## src/rtl/lsu_unit_pkg.sv

```systemverilog
// Shared load/store definitions: widths, op control bundle, LSU states,
// funct3 encodings and the robid age compare used by all flush logic.
package lsu_unit_pkg;

    localparam int ROB_WIDTH = 4;
    localparam int PRF_WIDTH = 6;

    typedef struct packed {
        logic        mem_read;
        logic        mem_write;
        logic [2:0]  funct3;
        logic [31:0] imm;
    } control_type;

    typedef enum logic [2:0] {
        IDLE,
        WAIT_HEAD,
        REQ,
        RSP,
        DRAIN,
        WB,
        EXC
    } lsu_state_t;

    localparam logic [2:0] F3_LB  = 3'b000;
    localparam logic [2:0] F3_LH  = 3'b001;
    localparam logic [2:0] F3_LW  = 3'b010;
    localparam logic [2:0] F3_LBU = 3'b100;
    localparam logic [2:0] F3_LHU = 3'b101;
    localparam logic [2:0] F3_SB  = 3'b000;
    localparam logic [2:0] F3_SH  = 3'b001;
    localparam logic [2:0] F3_SW  = 3'b010;

    // The MSB is a wrap bit, so a differing MSB inverts the index compare.
    function automatic logic rob_younger(input logic [ROB_WIDTH:0] a,
                                         input logic [ROB_WIDTH:0] f);
        rob_younger = a[ROB_WIDTH] ^ f[ROB_WIDTH] ^
                      (a[ROB_WIDTH-1:0] > f[ROB_WIDTH-1:0]);
    endfunction

endpackage

```

## src/rtl/lsu_unit_if.sv

```systemverilog
// Data memory req/gnt/rvalid bus between the LSU (master) and memory (slave).
interface lsu_unit_if;

    logic        dmem_req;
    logic        dmem_we;
    logic [31:0] dmem_addr;
    logic [31:0] dmem_wdata;
    logic [3:0]  dmem_be;
    logic        dmem_gnt;
    logic        dmem_rvalid;
    logic [31:0] dmem_rdata;

    modport master (
        output dmem_req, dmem_we, dmem_addr, dmem_wdata, dmem_be,
        input  dmem_gnt, dmem_rvalid, dmem_rdata
    );

    modport slave (
        input  dmem_req, dmem_we, dmem_addr, dmem_wdata, dmem_be,
        output dmem_gnt, dmem_rvalid, dmem_rdata
    );

endinterface

```

## src/rtl/lsu_unit_align.sv

```systemverilog
// Byte-lane steering: store enables/data, load extraction and misalignment
// detection from the low address bits and funct3.
module lsu_unit_align
    import lsu_unit_pkg::*;
(
    input  logic [1:0]  addr_lo,
    input  logic [2:0]  funct3,
    input  logic [31:0] rs2,
    input  logic [31:0] rdata,
    output logic [3:0]  be,
    output logic [31:0] wdata,
    output logic [31:0] load_data,
    output logic        misaligned
);

    logic [31:0] shifted;

    // Store encodings share funct3 values with the signed loads.
    always_comb begin
        shifted    = rdata >> {addr_lo, 3'b000};
        wdata      = rs2 << {addr_lo, 3'b000};
        be         = 4'b1111;
        load_data  = shifted;
        misaligned = 1'b0;
        case (funct3)
            F3_LB: begin
                be        = 4'b0001 << addr_lo;
                load_data = {{24{shifted[7]}}, shifted[7:0]};
            end
            F3_LH: begin
                be         = 4'b0011 << addr_lo;
                load_data  = {{16{shifted[15]}}, shifted[15:0]};
                misaligned = addr_lo[0];
            end
            F3_LW: begin
                misaligned = (addr_lo != 2'b00);
            end
            F3_LBU: begin
                be        = 4'b0001 << addr_lo;
                load_data = {24'h000000, shifted[7:0]};
            end
            F3_LHU: begin
                be         = 4'b0011 << addr_lo;
                load_data  = {16'h0000, shifted[15:0]};
                misaligned = addr_lo[0];
            end
            default: ;
        endcase
    end

endmodule

```

## src/rtl/lsu_unit.sv

```systemverilog
// Single-op load/store unit on int2: loads issue speculatively, stores wait
// for the ROB head, flushes kill younger work and drain orphaned responses.
module lsu_unit
    import lsu_unit_pkg::*;
(
    input  logic                 clk,
    input  logic                 reset_n,
    input  logic                 flush_valid,
    input  logic [ROB_WIDTH:0]   flush_robid,
    input  logic [ROB_WIDTH:0]   rob_head_robid,
    input  logic                 int2_valid,
    input  logic [31:0]          int2_pc,
    input  control_type          int2_control,
    input  logic [31:0]          int2_rs1,
    input  logic [31:0]          int2_rs2,
    input  logic [PRF_WIDTH-1:0] int2_T,
    input  logic [ROB_WIDTH:0]   int2_robid,
    output logic                 mem_issue_stall,
    lsu_unit_if.master           dmem,
    output logic                 wb_valid,
    output logic                 wb_we,
    output logic [PRF_WIDTH-1:0] wb_T,
    output logic [31:0]          wb_data,
    output logic [ROB_WIDTH:0]   wb_robid,
    output logic                 wb_exc,
    output logic [31:0]          wb_pc
);

    lsu_state_t           state_q, state_d;
    logic [ROB_WIDTH:0]   robid_q, robid_d;
    logic [PRF_WIDTH-1:0] t_q, t_d;
    logic [31:0]          pc_q, pc_d;
    logic [2:0]           funct3_q, funct3_d;
    logic                 write_q, write_d;
    logic [31:0]          addr_q, addr_d;
    logic [31:0]          rs2_q, rs2_d;
    logic [31:0]          rdata_q, rdata_d;

    logic [31:0] new_addr;
    logic [1:0]  align_addr;
    logic [2:0]  align_f3;
    logic [3:0]  align_be;
    logic [31:0] align_wdata;
    logic [31:0] align_load;
    logic        align_misaligned;
    logic        kill;
    logic        req_active;
    logic        wb_active;

    lsu_unit_align u_align (
        .addr_lo    (align_addr),
        .funct3     (align_f3),
        .rs2        (rs2_q),
        .rdata      (dmem.dmem_rdata),
        .be         (align_be),
        .wdata      (align_wdata),
        .load_data  (align_load),
        .misaligned (align_misaligned)
    );

    // In IDLE the aligner checks the incoming op; otherwise it serves the captured one.
    always_comb begin
        new_addr   = int2_rs1 + int2_control.imm;
        align_addr = (state_q == IDLE) ? new_addr[1:0] : addr_q[1:0];
        align_f3   = (state_q == IDLE) ? int2_control.funct3 : funct3_q;
        kill       = flush_valid && rob_younger(robid_q, flush_robid);
    end

    always_comb begin
        state_d  = state_q;
        robid_d  = robid_q;
        t_d      = t_q;
        pc_d     = pc_q;
        funct3_d = funct3_q;
        write_d  = write_q;
        addr_d   = addr_q;
        rs2_d    = rs2_q;
        rdata_d  = rdata_q;
        case (state_q)
            IDLE: begin
                if (int2_valid && !flush_valid) begin
                    robid_d  = int2_robid;
                    t_d      = int2_T;
                    pc_d     = int2_pc;
                    funct3_d = int2_control.funct3;
                    write_d  = int2_control.mem_write && !int2_control.mem_read;
                    addr_d   = new_addr;
                    rs2_d    = int2_rs2;
                    if (align_misaligned)
                        state_d = EXC;
                    else if (write_d)
                        state_d = WAIT_HEAD;
                    else
                        state_d = REQ;
                end
            end
            WAIT_HEAD: begin
                if (kill)
                    state_d = IDLE;
                else if (rob_head_robid == robid_q)
                    state_d = REQ;
            end
            REQ: begin
                if (dmem.dmem_gnt) begin
                    if (write_q)
                        state_d = WB;
                    else
                        state_d = kill ? DRAIN : RSP;
                end else if (kill) begin
                    state_d = IDLE;
                end
            end
            RSP: begin
                if (dmem.dmem_rvalid) begin
                    rdata_d = align_load;
                    state_d = kill ? IDLE : WB;
                end else if (kill) begin
                    state_d = DRAIN;
                end
            end
            DRAIN: begin
                if (dmem.dmem_rvalid)
                    state_d = IDLE;
            end
            WB, EXC: begin
                state_d = IDLE;
            end
            default: state_d = IDLE;
        endcase
    end

    always_ff @(posedge clk) begin
        if (!reset_n) begin
            state_q  <= IDLE;
            robid_q  <= '0;
            t_q      <= '0;
            pc_q     <= '0;
            funct3_q <= '0;
            write_q  <= 1'b0;
            addr_q   <= '0;
            rs2_q    <= '0;
            rdata_q  <= '0;
        end else begin
            state_q  <= state_d;
            robid_q  <= robid_d;
            t_q      <= t_d;
            pc_q     <= pc_d;
            funct3_q <= funct3_d;
            write_q  <= write_d;
            addr_q   <= addr_d;
            rs2_q    <= rs2_d;
            rdata_q  <= rdata_d;
        end
    end

    // A store in WB has already been granted at the head and is never killed.
    always_comb begin
        req_active = (state_q == REQ);
        wb_active  = ((state_q == WB) || (state_q == EXC)) &&
                     !(kill && !(state_q == WB && write_q));
    end

    assign mem_issue_stall = (state_q != IDLE);

    assign dmem.dmem_req   = req_active;
    assign dmem.dmem_we    = req_active && write_q;
    assign dmem.dmem_addr  = req_active ? {addr_q[31:2], 2'b00} : 32'h0;
    assign dmem.dmem_be    = req_active ? align_be : 4'h0;
    assign dmem.dmem_wdata = req_active ? align_wdata : 32'h0;

    assign wb_valid = wb_active;
    assign wb_we    = wb_active && (state_q == WB) && !write_q;
    assign wb_exc   = wb_active && (state_q == EXC);
    assign wb_T     = wb_active ? t_q : '0;
    assign wb_robid = wb_active ? robid_q : '0;
    assign wb_pc    = wb_active ? pc_q : 32'h0;
    assign wb_data  = wb_we ? rdata_q : 32'h0;

endmodule

```

## src/flat_wrapper.sv

```systemverilog
// flat-port wrapper written by rule: the top's interface ports become plain ports
module lsu_unit_flat import lsu_unit_pkg::*;
  (clk, reset_n, flush_valid, flush_robid, rob_head_robid, int2_valid, int2_pc, int2_control, int2_rs1, int2_rs2, int2_T, int2_robid, mem_issue_stall, wb_valid, wb_we, wb_T, wb_data, wb_robid, wb_exc, wb_pc, dmem_dmem_req, dmem_dmem_we, dmem_dmem_addr, dmem_dmem_wdata, dmem_dmem_be, dmem_dmem_gnt, dmem_dmem_rvalid, dmem_dmem_rdata);
  lsu_unit_if dmem_i ();
  input  logic clk;
  input  logic reset_n;
  input  logic flush_valid;
  input  logic [ROB_WIDTH:0] flush_robid;
  input  logic [ROB_WIDTH:0] rob_head_robid;
  input  logic int2_valid;
  input  logic [31:0] int2_pc;
  input  control_type int2_control;
  input  logic [31:0] int2_rs1;
  input  logic [31:0] int2_rs2;
  input  logic [PRF_WIDTH-1:0] int2_T;
  input  logic [ROB_WIDTH:0] int2_robid;
  output logic mem_issue_stall;
  output logic wb_valid;
  output logic wb_we;
  output logic [PRF_WIDTH-1:0] wb_T;
  output logic [31:0] wb_data;
  output logic [ROB_WIDTH:0] wb_robid;
  output logic wb_exc;
  output logic [31:0] wb_pc;
  output wire logic [$bits(dmem_i.dmem_req)-1:0] dmem_dmem_req;
  output wire logic [$bits(dmem_i.dmem_we)-1:0] dmem_dmem_we;
  output wire logic [$bits(dmem_i.dmem_addr)-1:0] dmem_dmem_addr;
  output wire logic [$bits(dmem_i.dmem_wdata)-1:0] dmem_dmem_wdata;
  output wire logic [$bits(dmem_i.dmem_be)-1:0] dmem_dmem_be;
  input wire logic [$bits(dmem_i.dmem_gnt)-1:0] dmem_dmem_gnt;
  input wire logic [$bits(dmem_i.dmem_rvalid)-1:0] dmem_dmem_rvalid;
  input wire logic [$bits(dmem_i.dmem_rdata)-1:0] dmem_dmem_rdata;
  assign dmem_dmem_req = dmem_i.dmem_req;
  assign dmem_dmem_we = dmem_i.dmem_we;
  assign dmem_dmem_addr = dmem_i.dmem_addr;
  assign dmem_dmem_wdata = dmem_i.dmem_wdata;
  assign dmem_dmem_be = dmem_i.dmem_be;
  assign dmem_i.dmem_gnt = dmem_dmem_gnt;
  assign dmem_i.dmem_rvalid = dmem_dmem_rvalid;
  assign dmem_i.dmem_rdata = dmem_dmem_rdata;
  lsu_unit u_core (.clk(clk), .reset_n(reset_n), .flush_valid(flush_valid), .flush_robid(flush_robid), .rob_head_robid(rob_head_robid), .int2_valid(int2_valid), .int2_pc(int2_pc), .int2_control(int2_control), .int2_rs1(int2_rs1), .int2_rs2(int2_rs2), .int2_T(int2_T), .int2_robid(int2_robid), .mem_issue_stall(mem_issue_stall), .dmem(dmem_i), .wb_valid(wb_valid), .wb_we(wb_we), .wb_T(wb_T), .wb_data(wb_data), .wb_robid(wb_robid), .wb_exc(wb_exc), .wb_pc(wb_pc));
endmodule
```

## config.mk

```make
export PLATFORM = sky130hd
export DESIGN_NAME = lsu_unit_flat
export DESIGN_NICKNAME = d
export VERILOG_FILES = /design/src/rtl/lsu_unit_pkg.sv /design/src/rtl/lsu_unit_if.sv /design/src/rtl/lsu_unit_align.sv /design/src/rtl/lsu_unit.sv /design/src/flat_wrapper.sv
export SDC_FILE = /design/constraint.sdc
export NUM_CORES = 1
export LEC_CHECK = 0
export BUFFER_PORTS_ARGS = -buffer_cell sky130_fd_sc_hd__buf_2
export CAP_MARGIN = 5
export CORE_MARGIN = 1.5
export CORE_UTILIZATION = 54
export DETAILED_ROUTE_END_ITERATION = 8
export PLACE_DENSITY = 0.85
export SYNTH_ARGS = -nofsm -noshare
export SYNTH_HDL_FRONTEND = slang
export SYNTH_SLANG_ARGS = --single-unit
```

## constraint.sdc

```tcl
create_clock -name clk -period 4.05 [get_ports clk]
set_input_delay 0.405 -clock clk [delete_from_list [all_inputs] [get_ports clk]]
set_output_delay 0.405 -clock clk [all_outputs]
set_load 0.02 [all_outputs]
```

==> impl_metrics.tcl <==
set metrics [dict create \
    cts_buffers 17 \
    vias 10172 \
    area_delta_synth_final_pct 25.90 \
    io_pins 341 \
    required_ns 3.64 \
    r2r_cells 10 \
    finalClockSkew_ns 0.01320 \
    setup_slack_ns 0.5202 \
    finalSetupTns_ns 0 \
    syn_inst 1269 \
    cts_tree "yes" \
    drt_first_iter_violations 857 \
    post_cts.repair.setup_buffers 0 \
    drc 0 \
    avgViaCountPerCell 5.705 \
    ir_drop_mv 0.3871 \
    place_ws_ns 0.6410 \
    routedWlPerCell_um 16.24 \
    fin_crit_sh 0.8716 \
    hold_path_class "input pin to flip-flop" \
    htree_levels 4 \
    crit_type "flip-flop to output pin" \
    numClockSinks 146 \
    grt_pass1_wl_um 46270 \
    antenna_found_initial 3 \
    min_period_ns 3.530 \
    hold_depth 3 \
    grt_max_degree 72 \
    io_buffers 338 \
    startpoint_type "flip-flop" \
    drv_cap 0 \
    arrival_ns 3.12 \
    synth_edf_count 0 \
    ys_seq_area_frac 0.3223 \
    finalMaxSlewViolations 0 \
    ys_warn_count 0 \
    fp.coreArea_um2 16470 \
    finalSetupViolCount 0 \
    clk_latency_ns 0.42 \
    postRouteAntennaNets 0 \
    end_kind "output pin" \
    overflow 0 \
    slew_headroom 0.4191 \
    layout_common_cells "338 x buf_2, 312 x nand2_1, 178 x a21oi_1" \
    fillers 1434 \
    dp_hpwl_um 20800 \
    fp.dieArea_um2 17580 \
    synthArstFlopShare 0 \
    tightest_slew_ns 0.8693 \
    power.density_nw_per_um2 459.8 \
    synth_ff_type "dfxtp_1" \
    clk_pin_slew_ns 0.07 \
    hold_viol 0 \
    nets 1775 \
    critical_path.max_fanout 28 \
    drive_gt1_frac 0.2641 \
    final_common_cell "buf_2" \
    ys_ff_latch 146 \
    syn_avg_cell_area_um2 7.146 \
    status "finished clean" \
    track_usage 0.3226 \
    yosysUniqueCellTypes 65 \
    place.gp.congestion 0.9355 \
    start_util 0.5508 \
    drt-total-wl_um 28960 \
    grt_pass1_vias 9372 \
    fp-row-count 47 \
    fmax_mhz 283.3 \
    die_y_um 132.6 \
    clock_path_buffers 2 \
    p_leak_nw 5.422 \
    cts-root-buf "clkbuf_16" \
    syn_area_um2 9069 \
    die_w_um 132.6 \
    first_pass_iters 7 \
    rsz0062_at_grt "false" \
]
critical path, cell delays in order (launching register included):
cell	delay, ns
dfxtp_1	0.40
ha_1	0.27
nor2b_1	0.13
o21a_1	0.16
o21a_1	0.16
o21ai_0	0.18
xnor2_1	0.19
a21oi_1	0.18
o21a_1	0.49
buf_12	0.22
and2_1	0.14
buf_2	0.16
power by group:
group          total [W]  switching [W]  internal, W
Clock            0.00159       0.000689     0.000902
Sequential       0.00171       0.000121      0.00159
Combinational    0.00195        0.00128     0.000677
Total            0.00525        0.00209      0.00316
final cells by class:
cell class | count | area, µm² | share of cell area
diodes | 3 | 7.507 | 0.0006575
clock buffers | 19 | 452.9 | 0.03967
clock inverters | 13 | 140.1 | 0.01227
inverters | 16 | 61.31 | 0.005370
multi-input cells | 1014 | 5736 | 0.5024
flip-flops and latches | 146 | 2923 | 0.2560
well taps | 220 | 275.3 | 0.02411
repair buffers | 352 | 1822 | 0.1596
state kept, by name (all words and copies together) (netlist names):
register / cells
u_core.addr_q: 32
u_core.t_q: 6
u_core.rdata_q: 32
u_core.funct3_q: 3
u_core.write_q: 1
u_core.state_q: 3
u_core.robid_q: 5
u_core.rs2_q: 32
u_core.pc_q: 32
path summary, 6_finish.rpt:
| path | startpoint | slack [ns] | to |
|---|---|---|---|
| max | u_core.robid_q[1]$_SDFFE_PN0P_ | 0.52 | wb_T[5] |
| min | int2_rs2[20] | 0.21 | u_core.rs2_q[20]$_SDFFE_PN0P_ |
| max reg2reg | u_core.state_q[0]$_SDFFE_PN0P_ | 1.04 | u_core.rdata_q[30]$_SDFFE_PN0P_ |
| min reg2reg | u_core.addr_q[25]$_SDFFE_PN0P_ | 0.45 | u_core.addr_q[25]$_SDFFE_PN0P_ |
metal layers:
layer	GRT usage	wire length, µm	up-vias	share of wire
li1	-	-	4917	-
met1	0.3947	11670	4666	0.40
met2	0.5541	13890	529	0.48
met3	0.07395	2596	60	0.090
met4	0.1197	801	0	0.028
met5	0	0	-	0
through the flow:
step,hold WS [ns],cells,area (µm²),total power [W],util
2_1_floorplan,0.4274,1270,9072,0.003115,-
3_3_place_gp,0.4358,1748,10820,0.003615,0.6568
3_5_place_dp,0.4429,1748,10820,0.003648,0.6568
4_1_cts,0.2008,1780,11410,0.005232,0.6929
5_1_grt,0.2056,1783,11420,0.005540,0.6934
6_report,0.2056,1783,11420,0.005250,0.6934
kinds of logic after synthesis:
group,count (synthesis),synth area share
AO/OA/AOI/OAI,320,0.2110
flip-flops,146,0.3223
other,1,0.0004135
multiplexers,31,0.03546
AND/OR/NAND/NOR,604,0.3119
XOR/XNOR,21,0.02028
adder cells (fa/ha/maj),36,0.05050
buffers and inverters,110,0.04815
what timing repair did:
action,in CTS,in global routing
hold buffers,0,0
endpoints found under the setup margin,0,32
resized for setup,0,1
synth_stat cells (16+ instances only):
library cell	number	share of area
and2_1	80	0.055
nand2_1	312	0.13
mux2i_1	27	0.030
and3_1	55	0.038
ha_1	35	0.048
nand3_1	36	0.020
nor2_1	58	0.024
clkbuf_1	81	0.034
o21a_1	16	0.013
a21oi_1	178	0.098
dfxtp_1	146	0.32
o21ai_0	47	0.026
(Power assumes the default switching activity.)
